<file path="src/rtl/seg_capture_pkg.sv">
// Shared types and constants for the 7-segment capture block: glyph table,
// FIFO entry layout and the settle FSM states.
package seg_capture_pkg;

    // All segments and the decimal point dark.
    localparam logic [7:0] SEG_BLANK = 8'h00;

    // Index n holds the segment code (a..g on bits 0..6) that displays hex digit n.
    localparam logic [15:0][6:0] SEG_GLYPHS = {
        7'h71, 7'h79, 7'h5E, 7'h39, 7'h7C, 7'h77, 7'h6F, 7'h7F,
        7'h07, 7'h7D, 7'h6D, 7'h66, 7'h4F, 7'h5B, 7'h06, 7'h3F
    };

    typedef struct packed {
        logic       err;
        logic       dp;
        logic [3:0] digit;
    } seg_entry_t;

    typedef enum logic [1:0] {
        IDLE,
        SETTLE,
        HELD
    } seg_state_t;

endpackage

</file>
<file path="src/rtl/seg_fifo.sv">
// Small show-ahead FIFO for decoded digits with a sticky overflow flag and a
// synchronous flush. Storage is a distributed array; the head is gated to zero when empty.
module seg_fifo
    import seg_capture_pkg::*;
#(
    parameter int DEPTH = 4
) (
    input  logic       clk,
    input  logic       rst_n,
    input  logic       clear,
    input  logic       push,
    input  seg_entry_t push_data,
    input  logic       pop,
    output seg_entry_t head,
    output logic       empty,
    output logic       full,
    output logic       overflow
);

    localparam int AW = $clog2(DEPTH);

    logic [AW:0] wr_ptr_q, wr_ptr_d;
    logic [AW:0] rd_ptr_q, rd_ptr_d;
    logic        overflow_q, overflow_d;
    logic        do_push;
    logic        do_pop;
    seg_entry_t  mem_q [DEPTH];

    assign empty    = (wr_ptr_q == rd_ptr_q);
    assign full     = (wr_ptr_q[AW] != rd_ptr_q[AW]) &&
                      (wr_ptr_q[AW-1:0] == rd_ptr_q[AW-1:0]);
    assign overflow = overflow_q;

    // A pop on the same edge frees a slot, so a push into a full FIFO still lands then.
    assign do_pop  = pop && !empty;
    assign do_push = push && !clear && (!full || do_pop);

    assign head = empty ? '0 : mem_q[rd_ptr_q[AW-1:0]];

    always_comb begin
        wr_ptr_d   = wr_ptr_q;
        rd_ptr_d   = rd_ptr_q;
        overflow_d = overflow_q;
        if (clear) begin
            wr_ptr_d   = '0;
            rd_ptr_d   = '0;
            overflow_d = 1'b0;
        end else begin
            if (do_push) begin
                wr_ptr_d = wr_ptr_q + (AW+1)'(1);
            end
            if (do_pop) begin
                rd_ptr_d = rd_ptr_q + (AW+1)'(1);
            end
            if (push && full && !do_pop) begin
                overflow_d = 1'b1;
            end
        end
    end

    always_ff @(posedge clk or negedge rst_n) begin
        if (!rst_n) begin
            wr_ptr_q   <= '0;
            rd_ptr_q   <= '0;
            overflow_q <= 1'b0;
        end else begin
            wr_ptr_q   <= wr_ptr_d;
            rd_ptr_q   <= rd_ptr_d;
            overflow_q <= overflow_d;
        end
    end

    always_ff @(posedge clk) begin
        if (do_push) begin
            mem_q[wr_ptr_q[AW-1:0]] <= push_data;
        end
    end

endmodule

</file>
<file path="src/rtl/seg_capture.sv">
// Receives the tinycore 7-segment bus, waits for each pattern to hold steady,
// decodes it to a hex nibble and queues it for a reader.
module seg_capture
    import seg_capture_pkg::*;
#(
    parameter int STABLE_CYCLES = 4,
    parameter int DEPTH         = 4
) (
    input  logic       clk,
    input  logic       rst_n,
    input  logic       ena,
    input  logic [6:0] seg_in,
    input  logic       dp_in,
    input  logic       clear,
    input  logic       rd_en,
    output logic [3:0] rd_digit,
    output logic       rd_dp,
    output logic       rd_err,
    output logic       fifo_empty,
    output logic       fifo_full,
    output logic       overflow
);

    localparam logic [7:0] CNT_LAST = 8'(STABLE_CYCLES - 1);

    logic [7:0]  sync1_q;
    logic [7:0]  s2_q;
    seg_state_t  state_q, state_d;
    logic [7:0]  cur_q, cur_d;
    logic [7:0]  last_q, last_d;
    logic [7:0]  cnt_q, cnt_d;
    logic        push;
    logic [15:0] glyph_hit;
    seg_entry_t  push_entry;
    seg_entry_t  head;

    always_ff @(posedge clk or negedge rst_n) begin
        if (!rst_n) begin
            sync1_q <= '0;
            s2_q    <= '0;
        end else begin
            sync1_q <= {dp_in, seg_in};
            s2_q    <= sync1_q;
        end
    end

    // A pattern is accepted once it has been seen STABLE_CYCLES times after loading cur.
    always_comb begin
        state_d = state_q;
        cur_d   = cur_q;
        last_d  = last_q;
        cnt_d   = cnt_q;
        push    = 1'b0;
        if (!ena) begin
            state_d = IDLE;
            cur_d   = SEG_BLANK;
            last_d  = SEG_BLANK;
            cnt_d   = '0;
        end else begin
            case (state_q)
                IDLE, HELD: begin
                    if (s2_q != cur_q) begin
                        cur_d   = s2_q;
                        cnt_d   = '0;
                        state_d = SETTLE;
                    end
                end
                SETTLE: begin
                    if (s2_q != cur_q) begin
                        cur_d = s2_q;
                        cnt_d = '0;
                    end else if (cnt_q == CNT_LAST) begin
                        if (cur_q == SEG_BLANK) begin
                            last_d  = SEG_BLANK;
                            state_d = IDLE;
                        end else if (cur_q == last_q) begin
                            state_d = HELD;
                        end else begin
                            push    = 1'b1;
                            last_d  = cur_q;
                            state_d = HELD;
                        end
                    end else begin
                        cnt_d = cnt_q + 8'd1;
                    end
                end
                default: begin
                    state_d = IDLE;
                end
            endcase
        end
    end

    always_ff @(posedge clk or negedge rst_n) begin
        if (!rst_n) begin
            state_q <= IDLE;
            cur_q   <= '0;
            last_q  <= '0;
            cnt_q   <= '0;
        end else begin
            state_q <= state_d;
            cur_q   <= cur_d;
            last_q  <= last_d;
            cnt_q   <= cnt_d;
        end
    end

    for (genvar gi = 0; gi < 16; gi++) begin : g_glyph
        assign glyph_hit[gi] = (cur_q[6:0] == SEG_GLYPHS[gi]);
    end

    // Glyph codes are distinct, so at most one hit bit is set.
    always_comb begin
        push_entry.err   = 1'b1;
        push_entry.dp    = cur_q[7];
        push_entry.digit = 4'h0;
        for (int i = 0; i < 16; i++) begin
            if (glyph_hit[i]) begin
                push_entry.err   = 1'b0;
                push_entry.digit = 4'(i);
            end
        end
    end

    seg_fifo #(
        .DEPTH (DEPTH)
    ) u_fifo (
        .clk       (clk),
        .rst_n     (rst_n),
        .clear     (clear),
        .push      (push),
        .push_data (push_entry),
        .pop       (rd_en),
        .head      (head),
        .empty     (fifo_empty),
        .full      (fifo_full),
        .overflow  (overflow)
    );

    assign rd_digit = head.digit;
    assign rd_dp    = head.dp;
    assign rd_err   = head.err;

endmodule
</file>
<file path="config.mk">
export PLATFORM = sky130hd
export DESIGN_NAME = seg_capture
export DESIGN_NICKNAME = d
export VERILOG_FILES = /design/src/rtl/seg_capture_pkg.sv /design/src/rtl/seg_fifo.sv /design/src/rtl/seg_capture.sv
export SDC_FILE = /design/constraint.sdc
export NUM_CORES = 1
export LEC_CHECK = 0
export CORE_MARGIN = 4
export CORE_UTILIZATION = 59
export CTS_CLUSTER_DIAMETER = 120
export DETAILED_ROUTE_END_ITERATION = 7
export PLACE_DENSITY = 0.83
export RECOVER_POWER = 50
export SETUP_SLACK_MARGIN = 0.3
export SLEW_MARGIN = 40
export SYNTH_ARGS = -nofsm -noshare
export SYNTH_HDL_FRONTEND = slang
export SYNTH_SLANG_ARGS = --single-unit
</file>
<file path="constraint.sdc">
create_clock -name clk -period 2.69 [get_ports clk]
set_input_delay 0.269 -clock clk [delete_from_list [all_inputs] [get_ports clk]]
set_output_delay 0.269 -clock clk [all_outputs]
set_load 0.01 [all_outputs]
</file>
# After elaboration in Yosys (flattened, before gate mapping)
# Memories as Yosys holds them, arrays and structs flattened.
# Index checks and enable logic that the tools add are counted.
# Widths: inputs -> output; s select.
[classes]
n_addsub = 3
n_mul = 0
div = 0
n_lt_le_gt_ge = 0
eq_ne = 35
n_shift = 0
muxes = 66
n_bitwise = 0
n_reduce_logical = 22
[op_table]
columns = ["operator", "n"]
rows = [
  ["$mux 8", 13],
  ["$eq 7x7->1 const B", 12],
  ["$mux 4", 13],
  ["$mux 1", 27],
  ["$pmux 8 s2", 1],
  ["$eq 7x3->1 const B", 2],
  ["$eq 7x6->1 const B", 2],
  ["$mux 2", 6],
  ["$mux 3", 4],
  ["$ne 3x3->1 const B", 4],
  ["$add 8x1->8 const B", 1],
  ["$eq 8x2->1 const B", 1],
  ["$eq 8x8->1", 1],
  ["$logic_not 8->1", 1],
  ["$ne 8x8->1", 1],
  ["$add 3x1->3 const B", 2],
  ["$logic_and 1x1->1", 6],
  ["$mux 6", 1],
  ["$ne 2x1->1 const B", 3],
  ["$reduce_and 3->1", 2],
  ["$reduce_bool 2->1", 3],
  ["$logic_not 1->1", 4],
  ["$ne 2x2->1 const B", 2],
  ["$ne 4x4->1 const B", 1],
  ["13 further kinds", 13],
]
[word_totals]
regBits = 49
latchBits = 0
ramBits = 24
romBits = 0
in_bits = 13
output_inout_bits = 9
wordCells = 136
memories = 1
[memory_table]
columns = ["name", "words", "width", "rd", "rd_clocked_by_memory_dff", "wr", "line", "rtl"]
rows = [
  ["u_fifo.mem_q", 4, 6, 1, 0, 1, "seg_fifo.sv:27", "seg_entry_t mem_q [DEPTH];"],
]

# Longest topological paths before layout
# Gate-level depths: netlist (run 1).
[logic_depth]
ltp_word = 17
depth_mapped = 7
mapped_depth_nobuf = 5

# By module
# Synthesis (run 1) repeated with hierarchy kept, for this count alone.
[hier_totals]
cells_unflattened = 304
area_unflattened_um2 = 3636.0
[by_module_without_submodules]
columns = ["mod", "instances", "cells_each", "area_per_inst_um2", "seq_area_each_um2"]
rows = [
  ["seg_capture", 1, 219, 2210.9, 1051.0],
  ["seg_fifo", 1, 85, 1425.1, 895.9],
]

# Least setup slack after synthesis (run 1)
# Ideal clock, no wire load.
[synth_timing]
kind = "reg2reg"
start = "register cur_q[7]"
end = "memory u_fifo.mem_q[3][0] (netlist bit), enable pin"
setup_time_ps = 320
arrival_time_ps = 1670
required_time_ps = 2370
path_slack_ps = 699
stages_incl_launch_ff = 7
n_path_buf = 1
synth_period_minus_slack_ps = 1991
cell_sequence = "dfrtp_1 xnor2_1 and4_4 nand2_4 buf_6 nor4_4 and2_1"
[synth_between]
elab_chain_len = 11
word_cells_on_any_way = 13
cone_classes = "2 x eq/ne; 8 x mux; 3 x reduce/logical"
[synth_rtl]
columns = ["item", "line", "rtl"]
rows = [
  ["start, declared", "seg_capture.sv:29", "logic [7:0] cur_q, cur_d;"],
  ["start signal, assigned", "seg_capture.sv:102", "cur_q <= cur_d;"],
  ["$eq 8x8->1", "seg_capture.sv:76", "end else if (cur_q == last_q) begin"],
  ["$mux 1", "seg_capture.sv:76", ""],
  ["$mux 1", "seg_capture.sv:73", "if (cur_q == SEG_BLANK) begin"],
  ["$mux 1", "seg_capture.sv:72", "end else if (cnt_q == CNT_LAST) begin"],
  ["$mux 1 *", "seg_capture.sv:69", "if (s2_q != cur_q) begin"],
  ["$mux 1 *", "seg_capture.sv:60", "case (state_q)"],
  ["$mux 1 *", "seg_capture.sv:54", "if (!ena) begin"],
  ["$logic_and 1x1->1 * (2 in series)", "seg_fifo.sv:36", "assign do_push = push && !clear && (!full || do_pop);"],
  ["$mux 1 *", "seg_fifo.sv:74", "if (do_push) begin"],
  ["$mux 1 (not written as such) *", "seg_fifo.sv:75", "mem_q[wr_ptr_q[AW-1:0]] <= push_data;"],
  ["end, declared", "seg_fifo.sv:27", ""],
]
# Every way passes the cells marked *; elsewhere a longest branch is shown, timed or not.

# Worst setup path in the final report (run 1)
[layout_timing]
start = "register u_fifo.rd_ptr_q[1]"
end = "output port rd_digit[1]"
[layout_between]
elab_chain_len = 2
word_cells_on_any_way = 3
cone_classes = "1 x eq/ne; 1 x mux; 1 x memory"
[layout_rtl]
columns = ["item", "line", "rtl"]
rows = [
  ["start, declared", "seg_fifo.sv:23", "logic [AW:0] rd_ptr_q, rd_ptr_d;"],
  ["start signal, assigned", "seg_fifo.sv:68", "rd_ptr_q <= rd_ptr_d;"],
  ["$mem_v2 4x6 / $eq 3x3->1 (equally long branches)", "--", ""],
  ["$mux 6 *", "seg_fifo.sv:38", "assign head = empty ? '0 : mem_q[rd_ptr_q[AW-1:0]];"],
  ["end, declared", "seg_capture.sv:16", "output logic [3:0] rd_digit,"],
]
# Marked as above.

==> metrics.log, run 1 <==
[metrics] run status: complete, no violations
[metrics] Rows: 28
[metrics] number of standard cells after synthesis: approximately 320
[metrics] endpoint type of the worst setup path: primary output
[metrics] aggregate negative setup slack: 0 ns
[metrics] Yosys top cell by area: dfrtp_1
[metrics] Final Hold Violating Endpoints: 0
[metrics] proportion of netlist area held by the largest area contributor: 0.3295
[metrics] IO Pins: 22
[metrics] clk slew on worst S/H paths: 0.08 ns
[metrics] DR pass1 iterations: 4
[metrics] clock skew: about 0.011 ns
[metrics] Clock H-tree levels: 3
[metrics] main area contributors after synthesis: dfrtp_1 33%, edfxtp_1 19%, mux4_2 3.6%, xnor2_1 3.1%, nand2_1 2.9%
[metrics] routed length per placed instance: approximately 17 um
[metrics] most frequent standard cell in the layout excluding fill and tap cells: dfrtp_1
[metrics] routability-driven placement congestion ratio: roughly 0.87
[metrics] final net count: about 360
[metrics] Die Outline Area: 7641 um2
[metrics] total global-route track usage: 0.2028
[metrics] required time of the critical path: around 2.4 ns
[metrics] number of synthesized flops with an enable pin: 24
[metrics] Arrival @ worst endpoint: 2.10 ns
[metrics] kind of launch point of the worst setup path: flip-flop
[metrics] type of the worst setup path: flip-flop to primary output
[metrics] total area of sequential cells: 1953 um2
[metrics] post-synthesis average cell area: ~12 um2
[metrics] cell at the root of the clock tree: clkbuf_8
[metrics] Worst Tran Pin Value: 1.361 ns
[metrics] routed wire length: 6.945 mm
[metrics] Mapped Area: roughly 3700 um2
[metrics] effective utilization at floorplan: 0.6175
[metrics] Maximum Capacitance Violations: 0
[metrics] layout-stage area growth over the synthesis result: 13.55%
[metrics] register bit total from synthesis: 73
[metrics] Synth warnings: 0
[metrics] unrepaired setup endpoints after global routing: false
[metrics] Buffers on Ports: 21
[metrics] GRT overflow: 0
[metrics] half-perimeter wire length after detailed placement: about 4.8 mm
[metrics] number of global-route vias before repair: ~2500
[metrics] maximum clock path buffer count: 2
[metrics] leak pwr: 1.608 nW
[metrics] final standard cell utilization of the core: 0.7012
[metrics] top library cells by usage in the layout, fill and taps aside: 44 x dfrtp_1, 29 x nand2_1, 26 x nor2_1
[metrics] number of antenna repair diodes: 0
[metrics] Core ar.: 6026 um2
[metrics] initial detailed-routing violation count: about 220
[metrics] vias per cell: around 5.9
[metrics] post-route fraction of the period consumed by the critical path: 0.8808
[metrics] largest net degree at the start of global routing: 26
[metrics] number of buffers added by the clock tree synthesis step: 9
[metrics] remaining antenna violation count: 0
[metrics] portion of the post-synthesis area used by sequential elements: 0.5232
[metrics] leading register cell type out of synthesis: dfrtp_1
[metrics] PwrDens: between 500 and 600 nW/um2
[metrics] fillers: 441
[metrics] endpoints failing setup: 0
[metrics] net count of the mapped netlist: 335
[metrics] insertion delay to the later sink of the worst-skew pair: approximately 0.35 ns
[metrics] first-pass GRT wire length: around 12 mm
[metrics] Achievable Freq: 422.0 MHz
[metrics] clock tree from TritonCTS: yes
[metrics] async set or reset register ratio after synthesis: 0.6712
[metrics] minimum clock period after layout: ~2.4 ns
[metrics] min-delay worst type: flip-flop to flip-flop
[metrics] share of final-layout standard cells stronger than drive strength 1: 0.1773
[metrics] count of unique library cells instantiated by Yosys: 65
[metrics] final number of max-transition violations: 0
[metrics] relative slew slack: 0.09272
[metrics] overall power of the completed layout: between 0.002 and 0.0025 W
[metrics] clock sinks: 73
[metrics] Remaining DRCs: 0
[metrics] vertical die dimension: between 80 and 90 um
[metrics] total number of vias: between 2000 and 2500
[metrics] Die X-Extent: just under 90 um
[metrics] worst supply voltage drop on vdd: about 520 uV
[metrics] multi-input combinational cell area: between 1500 and 2000 um2
[metrics] critical path peak fanout: 9
[metrics] number of antenna violations at the first check in global routing: 0
-- critical path, cell delays in order (launching register included) --
cell             delay [ns]
dfrtp_1                0.57
xor2_1                 0.26
nor3_1                 0.08
buf_4                  0.16
nor2b_1                0.11
clkdlybuf4s50_1        0.56
-- cell usage after synthesis, types with 4 or more instances --
master     count
xnor2_2        5
dfrtp_1       49
nor2_1        26
nand2_1       29
inv_1          6
buf_2          9
nor2b_1        7
o21ai_0        9
nor3_1         9
mux2i_1       10
buf_6          5
xor2_1         8
xnor2_1       13
and2_1         5
ha_1           6
edfxtp_1      24
a21oi_1        5
nand2b_1       4
mux4_2         6
nand3_1        8
o2bb2ai_1      8
nand4_1        6
clkbuf_1       5
-- metal layers --
metal  part of all wire  track usage  vias up
met5                  0            0        -
met4              0.019      0.07950        0
met3              0.050      0.05014        9
met2               0.49       0.3164       67
met1               0.44       0.2732     1210
li1                   -            -     1183
-- registers in the layout, summed over array words and instances, names as in the netlist, 3 cells and up --
| signal | flops |
|---|---|
| cur_q | 8 |
| u_fifo.mem_q | 24 |
| u_fifo.wr_ptr_q | 3 |
| last_q | 8 |
| u_fifo.rd_ptr_q | 3 |
| sync1_q | 8 |
| s2_q | 8 |
| cnt_q | 8 |
-- final cells by class --
cell class	instances	share of cell area
Tap cell	75	0.02221
Clock buffer	9	0.02932
Clock inverter	7	0.02784
Inverter	6	0.005330
Timing Repair Buffer	34	0.06988
Sequential cell	73	0.4622
Multi-Input combinational cell	215	0.3832
-- metrics by stage --
step	cells	hold WS, ns	worst slack, ns	instance area (um2)
2_1_floorplan	316	-0.02659	0.6993	3721
3_3_place_gp	399	0.2876	0.4478	3953
3_5_place_dp	399	0.3018	0.4280	3953
4_1_cts	416	0.3431	0.3015	4205
5_1_grt	419	0.3601	0.1645	4225
6_report	419	0.3493	0.3206	4225
-- logic make-up (layout without fill, tap and decap cells) --
| logic type | Yosys count | in the layout | synth area share |
|---|---|---|---|
| simple gates | 120 | 120 | 0.1762 |
| flops | 73 | 73 | 0.5232 |
| compound gates | 46 | 46 | 0.09954 |
| buf+inv | 28 | 56 | 0.04237 |
| xor+xnor | 26 | 26 | 0.07129 |
| mux | 17 | 17 | 0.06725 |
| fa+ha+maj | 6 | 6 | 0.02017 |
-- power breakdown --
group | switching (W) | internal, W
sequential | 0.0000299 | 0.00116
combinational | 0.0000713 | 0.0000554
clock | 0.000424 | 0.000616
total | 0.000525 | 0.00183
-- final timing paths --
kind	from	end	slack [ns]	cells after the start
max in group asynchronous	rst_n	cur_q[2]	0.63	3
max reg2reg	cur_q[6]	u_fifo.mem_q[2][5]	0.37	6
min	sync1_q[7]	s2_q[7]	0.35	0
max	u_fifo.rd_ptr_q[1]	rd_digit[1]	0.32	5
min in group asynchronous	rst_n	cnt_q[4]	0.74	2
min reg2reg	sync1_q[7]	s2_q[7]	0.35	0
-- timing repair --
| action | in CTS | in global routing |
|---|---|---|
| endpoints found under the setup margin | 7 | 32 |
| hold endpoints to repair | 24 | 0 |
| gates resized for setup | 1 | 9 |
| buffers inserted | 0 | 3 |
| hold buffers | 1 | 0 |
(Power assumes the default switching activity.)
==> inputs of run 2 (changes only) <==
--- a/config.mk
+++ b/config.mk
@@ -12,7 +12,7 @@
 export PLACE_DENSITY = 0.83
 export RECOVER_POWER = 50
 export SETUP_SLACK_MARGIN = 0.3
-export SLEW_MARGIN = 40
+export SLEW_MARGIN = 15
 export SYNTH_ARGS = -nofsm -noshare
 export SYNTH_HDL_FRONTEND = slang
 export SYNTH_SLANG_ARGS = --single-unit
==> constraint.sdc (replaced) <==
create_clock -name clk -period 2.5 [get_ports clk]
set_input_delay 0.25 -clock clk [delete_from_list [all_inputs] [get_ports clk]]
set_output_delay 0.25 -clock clk [all_outputs]
set_load 0.01 [all_outputs]
==> metrics.log, run 2 (same netlist as run 1, synthesis figures left out) <==
[metrics] type of the worst setup path: flip-flop to flip-flop
[metrics] clk slew on worst S/H paths: 0.07 ns
[metrics] first-pass GRT wire length: between 10 and 15 mm
[metrics] insertion delay to the later sink of the worst-skew pair: 0.34 ns
[metrics] Die Outline Area: 7641 um2
[metrics] remaining antenna violation count: 0
[metrics] final net count: 367
[metrics] Worst Tran Pin Value: a little under 0.9 ns
[metrics] final standard cell utilization of the core: 0.7074
[metrics] clock tree from TritonCTS: yes
[metrics] aggregate negative setup slack: 0 ns
[metrics] relative slew slack: 0.4217
[metrics] critical path peak fanout: 11
[metrics] Die X-Extent: between 80 and 90 um
[metrics] part of the power in combinational logic: 0.064
[metrics] worst slack, placed: 0.2370 ns
[metrics] endpoints failing setup: 0
[metrics] delay of the slowest cell on the worst path: roughly 0.5 ns
[metrics] post-route fraction of the period consumed by the critical path: 0.8719
[metrics] share of final-layout standard cells stronger than drive strength 1: 0.2040
[metrics] reg-to-reg endpoint: u_fifo.mem_q[0][2]
[metrics] Rows: 28
[metrics] Worst Reg-to-Reg Cells: 5
[metrics] routed length per placed instance: between 15 and 20 um
[metrics] Min-Delay Path Depth: 0
[metrics] share of power burned in registers: 0.558
[metrics] total global-route track usage: 0.2002
[metrics] cell at the root of the clock tree: clkbuf_8
[metrics] unrepaired setup endpoints after global routing: true
[metrics] number of buffers added by the clock tree synthesis step: 9
[metrics] clock share of power: 0.378
[metrics] min-delay worst type: flip-flop to flip-flop
[metrics] Achievable Freq: approximately 460 MHz
[metrics] required time of the critical path: 2.54 ns
[metrics] Remaining DRCs: 0
[metrics] initial detailed-routing violation count: about 160
[metrics] Core ar.: between 6000 and 7000 um2
[metrics] most frequent standard cell in the layout excluding fill and tap cells: dfrtp_1
[metrics] sw frac: 0.2281
[metrics] IO Pins: 22
[metrics] crit path from: cur_q[3]
[metrics] Arrival @ worst endpoint: 2.22 ns
[metrics] cells along the critical path: xnor2_1 -> and4_1 -> nand2_4 -> nor4_4 -> and2_2
[metrics] routed wire length: ~6.9 mm
[metrics] run status: complete, no violations
[metrics] minimum clock period after layout: 2.180 ns
[metrics] startpoint of the worst-slack reg-to-reg timing path: cur_q[3]
[metrics] overall power of the completed layout: between 0.002 and 0.0025 W
[metrics] number of global-route vias before repair: around 2500
[metrics] fin cells: approximately 430
[metrics] layout-stage area growth over the synthesis result: 14.56%
[metrics] routability-driven placement congestion ratio: 0.8758
[metrics] number of antenna violations at the first check in global routing: 0
[metrics] Final Hold Violating Endpoints: 0
[metrics] GRT overflow: 0
[metrics] effective utilization at floorplan: 0.6175
[metrics] origin of the worst min-delay path: sync1_q[1]
[metrics] half-perimeter wire length after detailed placement: 4.995 mm
[metrics] DR pass1 iterations: 5
[metrics] total number of vias: around 2500
[metrics] endpoint type of the worst setup path: flip-flop
[metrics] top library cells by usage in the layout, fill and taps aside: 43 x dfrtp_1, 29 x nand2_1, 26 x nor2_1
[metrics] vias per cell: 5.911
[metrics] fillers: between 400 and 500
[metrics] Clock H-tree levels: 3
[metrics] kind of launch point of the worst setup path: flip-flop
[metrics] number of flip-flops in the largest register: 24
[metrics] largest net degree at the start of global routing: 38
[metrics] worst supply voltage drop on vdd: ~460 uV
[metrics] hold-critical path endpoint: s2_q[1]
[metrics] PwrDens: approximately 540 nW/um2
[metrics] Maximum Capacitance Violations: 0
[metrics] final number of max-transition violations: 0
[metrics] Switching Power: ~0.00052 W
[metrics] vertical die dimension: between 80 and 90 um
[metrics] post-layout worst setup margin: 0.3203 ns
[metrics] cell at the slowest stage of the critical path: dfrtp_1
[metrics] clock sinks: 73
[metrics] number of antenna repair diodes: 0
[metrics] Buffers on Ports: 21
[metrics] clock skew: between 0.01 and 0.015 ns
[metrics] placed cell count: just over 400
[metrics] Int Power: around 0.0018 W
[metrics] maximum clock path buffer count: 2
[metrics] leak pwr: around 1.7 nW
[metrics] setup slack of the worst register-to-register path: approximately 0.32 ns
[run 2: changes by cell type in the layout (fill, tap and decap cells not counted), moves of 2 or more]
| cell | previous run | this run |
|---|---|---|
| clkdlybuf4s50_1 | 11 | 4 |
| bufinv_16 | 3 | 1 |
| buf_4 | 9 | 18 |
| clkinv_2 | 0 | 3 |
| dlygate4sd2_1 | 0 | 6 |
[run 2: power by group through the flow]
stage	sequential [W]	clock [W]	combinational (W)
CTS	0.00128	0.000893	0.000153
global route	0.00128	0.000941	0.000164
global placement	0.00130	0	0.000149
detailed placement	0.00130	0	0.000152
floorplan	0.00129	0	0.000106
finish	0.00128	0.000868	0.000147
[run 2: how the worst max path moves through the flow]
stage,to,slack [ns],depth (start not counted)
5_1_grt,u_fifo.mem_q[1][1],0.20,6
2_1_floorplan,u_fifo.mem_q[3][0],0.51,6
3_3_place_gp,u_fifo.mem_q[0][1],0.32,5
6_report,u_fifo.mem_q[0][2],0.32,5
3_5_place_dp,u_fifo.mem_q[0][3],0.24,5
4_1_cts,fifo_full,0.30,4
[run 2: critical path, delay by kind of cell (launching register included)]
family | cells | cell delay, ns
simple gates | 4 | 1.12
flops | 1 | 0.50
xor+xnor | 1 | 0.25
[run 2: final cells by class]
class,count,area [um2],area share
Multi-Input combinational cell,215,1632,0.3827
Clock buffer,10,127.6,0.02994
Timing Repair Buffer,43,372.9,0.08747
Tap cell,75,93.84,0.02201
Sequential cell,73,1954,0.4585
Inverter,6,22.52,0.005283
Clock inverter,6,60.06,0.01409
[run 2: metrics by stage]
| step | area, um2 | hold slack (ns) |
|---|---|---|
| after global routing | 4263 | 0.3648 |
| after floorplan | 3721 | -0.04559 |
| final | 4263 | 0.3505 |
| after CTS | 4242 | 0.3293 |
| after detailed placement | 3990 | 0.1650 |
| after global placement | 3990 | 0.1703 |
[run 2: per-layer routing]
layer  part of all wire  wire, um  up-vias  global-route usage
met1               0.44      3051     1227              0.2578
met4              0.021       144        0             0.08926
li1                   -         -     1205                   -
met3              0.049       333       16             0.04920
met5                  0         0        -                   0
met2               0.49      3332       82              0.3205
[run 2: repair_timing]
item,CTS,global route
hold buffers,1,0
pin swaps,0,1
endpoints found under the setup margin,32,32
buffers inserted,4,3
hold endpoints to repair,12,0
gates resized for setup,13,8
==> patch, RTL diff (config.mk and constraints of run 1) <==
The 3 states of `seg_state_t` get a one-hot encoding in 3 bits.
--- a/src/rtl/seg_capture_pkg.sv
+++ b/src/rtl/seg_capture_pkg.sv
@@ -17,10 +17,10 @@
         logic [3:0] digit;
     } seg_entry_t;
 
-    typedef enum logic [1:0] {
-        IDLE,
-        SETTLE,
-        HELD
+    typedef enum logic [2:0] {
+        IDLE   = 3'b001,
+        SETTLE = 3'b010,
+        HELD   = 3'b100
     } seg_state_t;
 
 endpackage
Function: same outputs for any inputs over 10 cycles, from zero or initial values and one cycle with rst_n low; not proved beyond that.
==> patch against run 1 <==
Non-clock buffer count is 10 higher; count of clock-buffer cells in the layout increased by 6; sequential cell count up 1; first-iteration DRC count down 38%; setup slack better by 0.089 ns; area after synthesis fell by 3.4%; critical path type unchanged; wire length is 4.1% lower; design area shrank 0.68%.
Power is not compared: it rests on default switching activity, and its combinational part moved more than twofold at a synthesized area within 25%.
==> patch: results (changes against run 1) <==
metric	value	unit	change
first-pass GRT wire length	11100	um	-6.5%
hpwl dp	4620	um	-4.8%
Fillers	423		-4.1%
WL met3	301	um	-13%
library cells used by synthesis	47		-28%
synth top area cells	dfrtp_1, edfxtp_1, mux2i_1		
Total GRT Usage	19.5	%	-0.77 points
Max Clock Skew	0.00935	ns	-0.00136 ns
DR iter-0 viols	133		-38%
# placed instances	400		+0.25%
initial antenna violation count	0		unchanged
arrival time at the worst endpoint	2.01	ns	-0.09 ns
Max stage delay cell, worst path	mux4_2		
Critical Path Max Stage Delay	0.48	ns	-0.09 ns
vias in the first global route	2312		-7.7%
final net count	365		+2.0%
status	complete, no violations		
via count	2371		-4.0%
synth cell count leaders	dfrtp_1, nand2_1, edfxtp_1, mux2i_1, nor2_1		
sequential element share of the synthesized area	54.9	%	+2.6 points
WL per Instance	15.7	um	-5.5%
wire length on met2	3350	um	-1.1%
Critical Path Fanout Max	7		-2
met1 WL	2880	um	-6.7%
Mapped Cells	307		-2.8%
Final Instance Count excl. Fillers	425		+1.4%
Rel. slew slack	20.1	%	+11 points
RePlAce Congestion	0.864		-0.93%
Syn Nets	326		-2.7%
layout cells sized above 1	16.9	%	-0.88 points
largest net degree at the start of global routing	51		+96%
IR drop worst, VDD	0.000448	V	
patch: changes by cell type after synthesis, moves of 4 or more:
cell / delta
inv_1: +9
mux2i_1: +8
nor2_1: -8
nor2b_1: +8
o2bb2ai_1: -8
buf_2: -7
clkbuf_1: +7
nor3_1: -5
xnor2_2: -5
a31oi_1: +4
and3_1: +4
buf_6: -4
patch: final timing paths:
path / to / cells past startpoint / slack, ns / startpoint
min: s2_q[1]$_DFF_PN0_ / 0 / 0.35 / sync1_q[1]$_DFF_PN0_
min in group asynchronous: cnt_q[6]$_DFFE_PN0P_ / 2 / 0.72 / rst_n
max: rd_dp / 4 / 0.41 / u_fifo.rd_ptr_q[0]$_DFFE_PN0P_
max in group asynchronous: u_fifo.rd_ptr_q[0]$_DFFE_PN0P_ / 2 / 1.17 / rst_n
max reg2reg: u_fifo.mem_q[3][1]$_DFFE_PP_ / 6 / 0.51 / cur_q[1]$_DFFE_PN0P_
min reg2reg: s2_q[1]$_DFF_PN0_ / 0 / 0.35 / sync1_q[1]$_DFF_PN0_
patch: logic make-up after synthesis:
family                   count (synthesis)  share of synthesized area, %
AO/OA/AOI/OAI                           39                          7.41
XOR/XNOR                                24                          5.85
adder cells (fa/ha/maj)                  6                          2.09
buffers and inverters                   31                          3.51
flip-flops                              74                          54.9
multiplexers                            24                          8.77
AND/OR/NAND/NOR                        109                          17.5
patch: final cells by class:
cell class                      instances  area share [%]
Timing Repair Buffer                   44            9.06
Clock buffer                           15            3.97
Multi-Input combinational cell        202            36.3
Tap cell                               75            2.24
Sequential cell                        74            47.1
Inverter                               15            1.34
patch: timing repair:
action	in CTS	in global routing
endpoints found under the setup margin	14	38
pin swaps	0	3
resized for setup	4	5
cloned	0	0
setup buffers	0	9
hold endpoints to repair	49	0
hold buffers	1	0
patch: power breakdown:
part	leakage (nW)	total (mW)	internal (mW)	switching, mW
Combinational	0.777	0.378	0.155	0.222
Clock	0.0838	0.728	0.382	0.345
Sequential	0.829	1.24	1.21	0.0352
patch: per-stage QoR:
stage                     area [um2]  worst slack [ns]
after floorplan                 3600             0.393
after global placement          3920             0.410
after detailed placement        3930             0.292
after CTS                       4110             0.308
after global routing            4200             0.292
final                           4200             0.410
patch: worst max-delay path, delay by kind of cell, from the launching register on:
kind                   cells  cell delay, ns
AND/OR/NAND/NOR            1            0.14
multiplexers               1            0.48
flip-flops                 1            0.44
buffers and inverters      2            0.62
patch: metal layers:
layer | GRT usage, % | vias up
met5 | 0 | -
met3 | 3.84 | 12
met4 | 9.64 | 0
met1 | 26.0 | 1134
li1 | - | 1162
met2 | 30.6 | 63
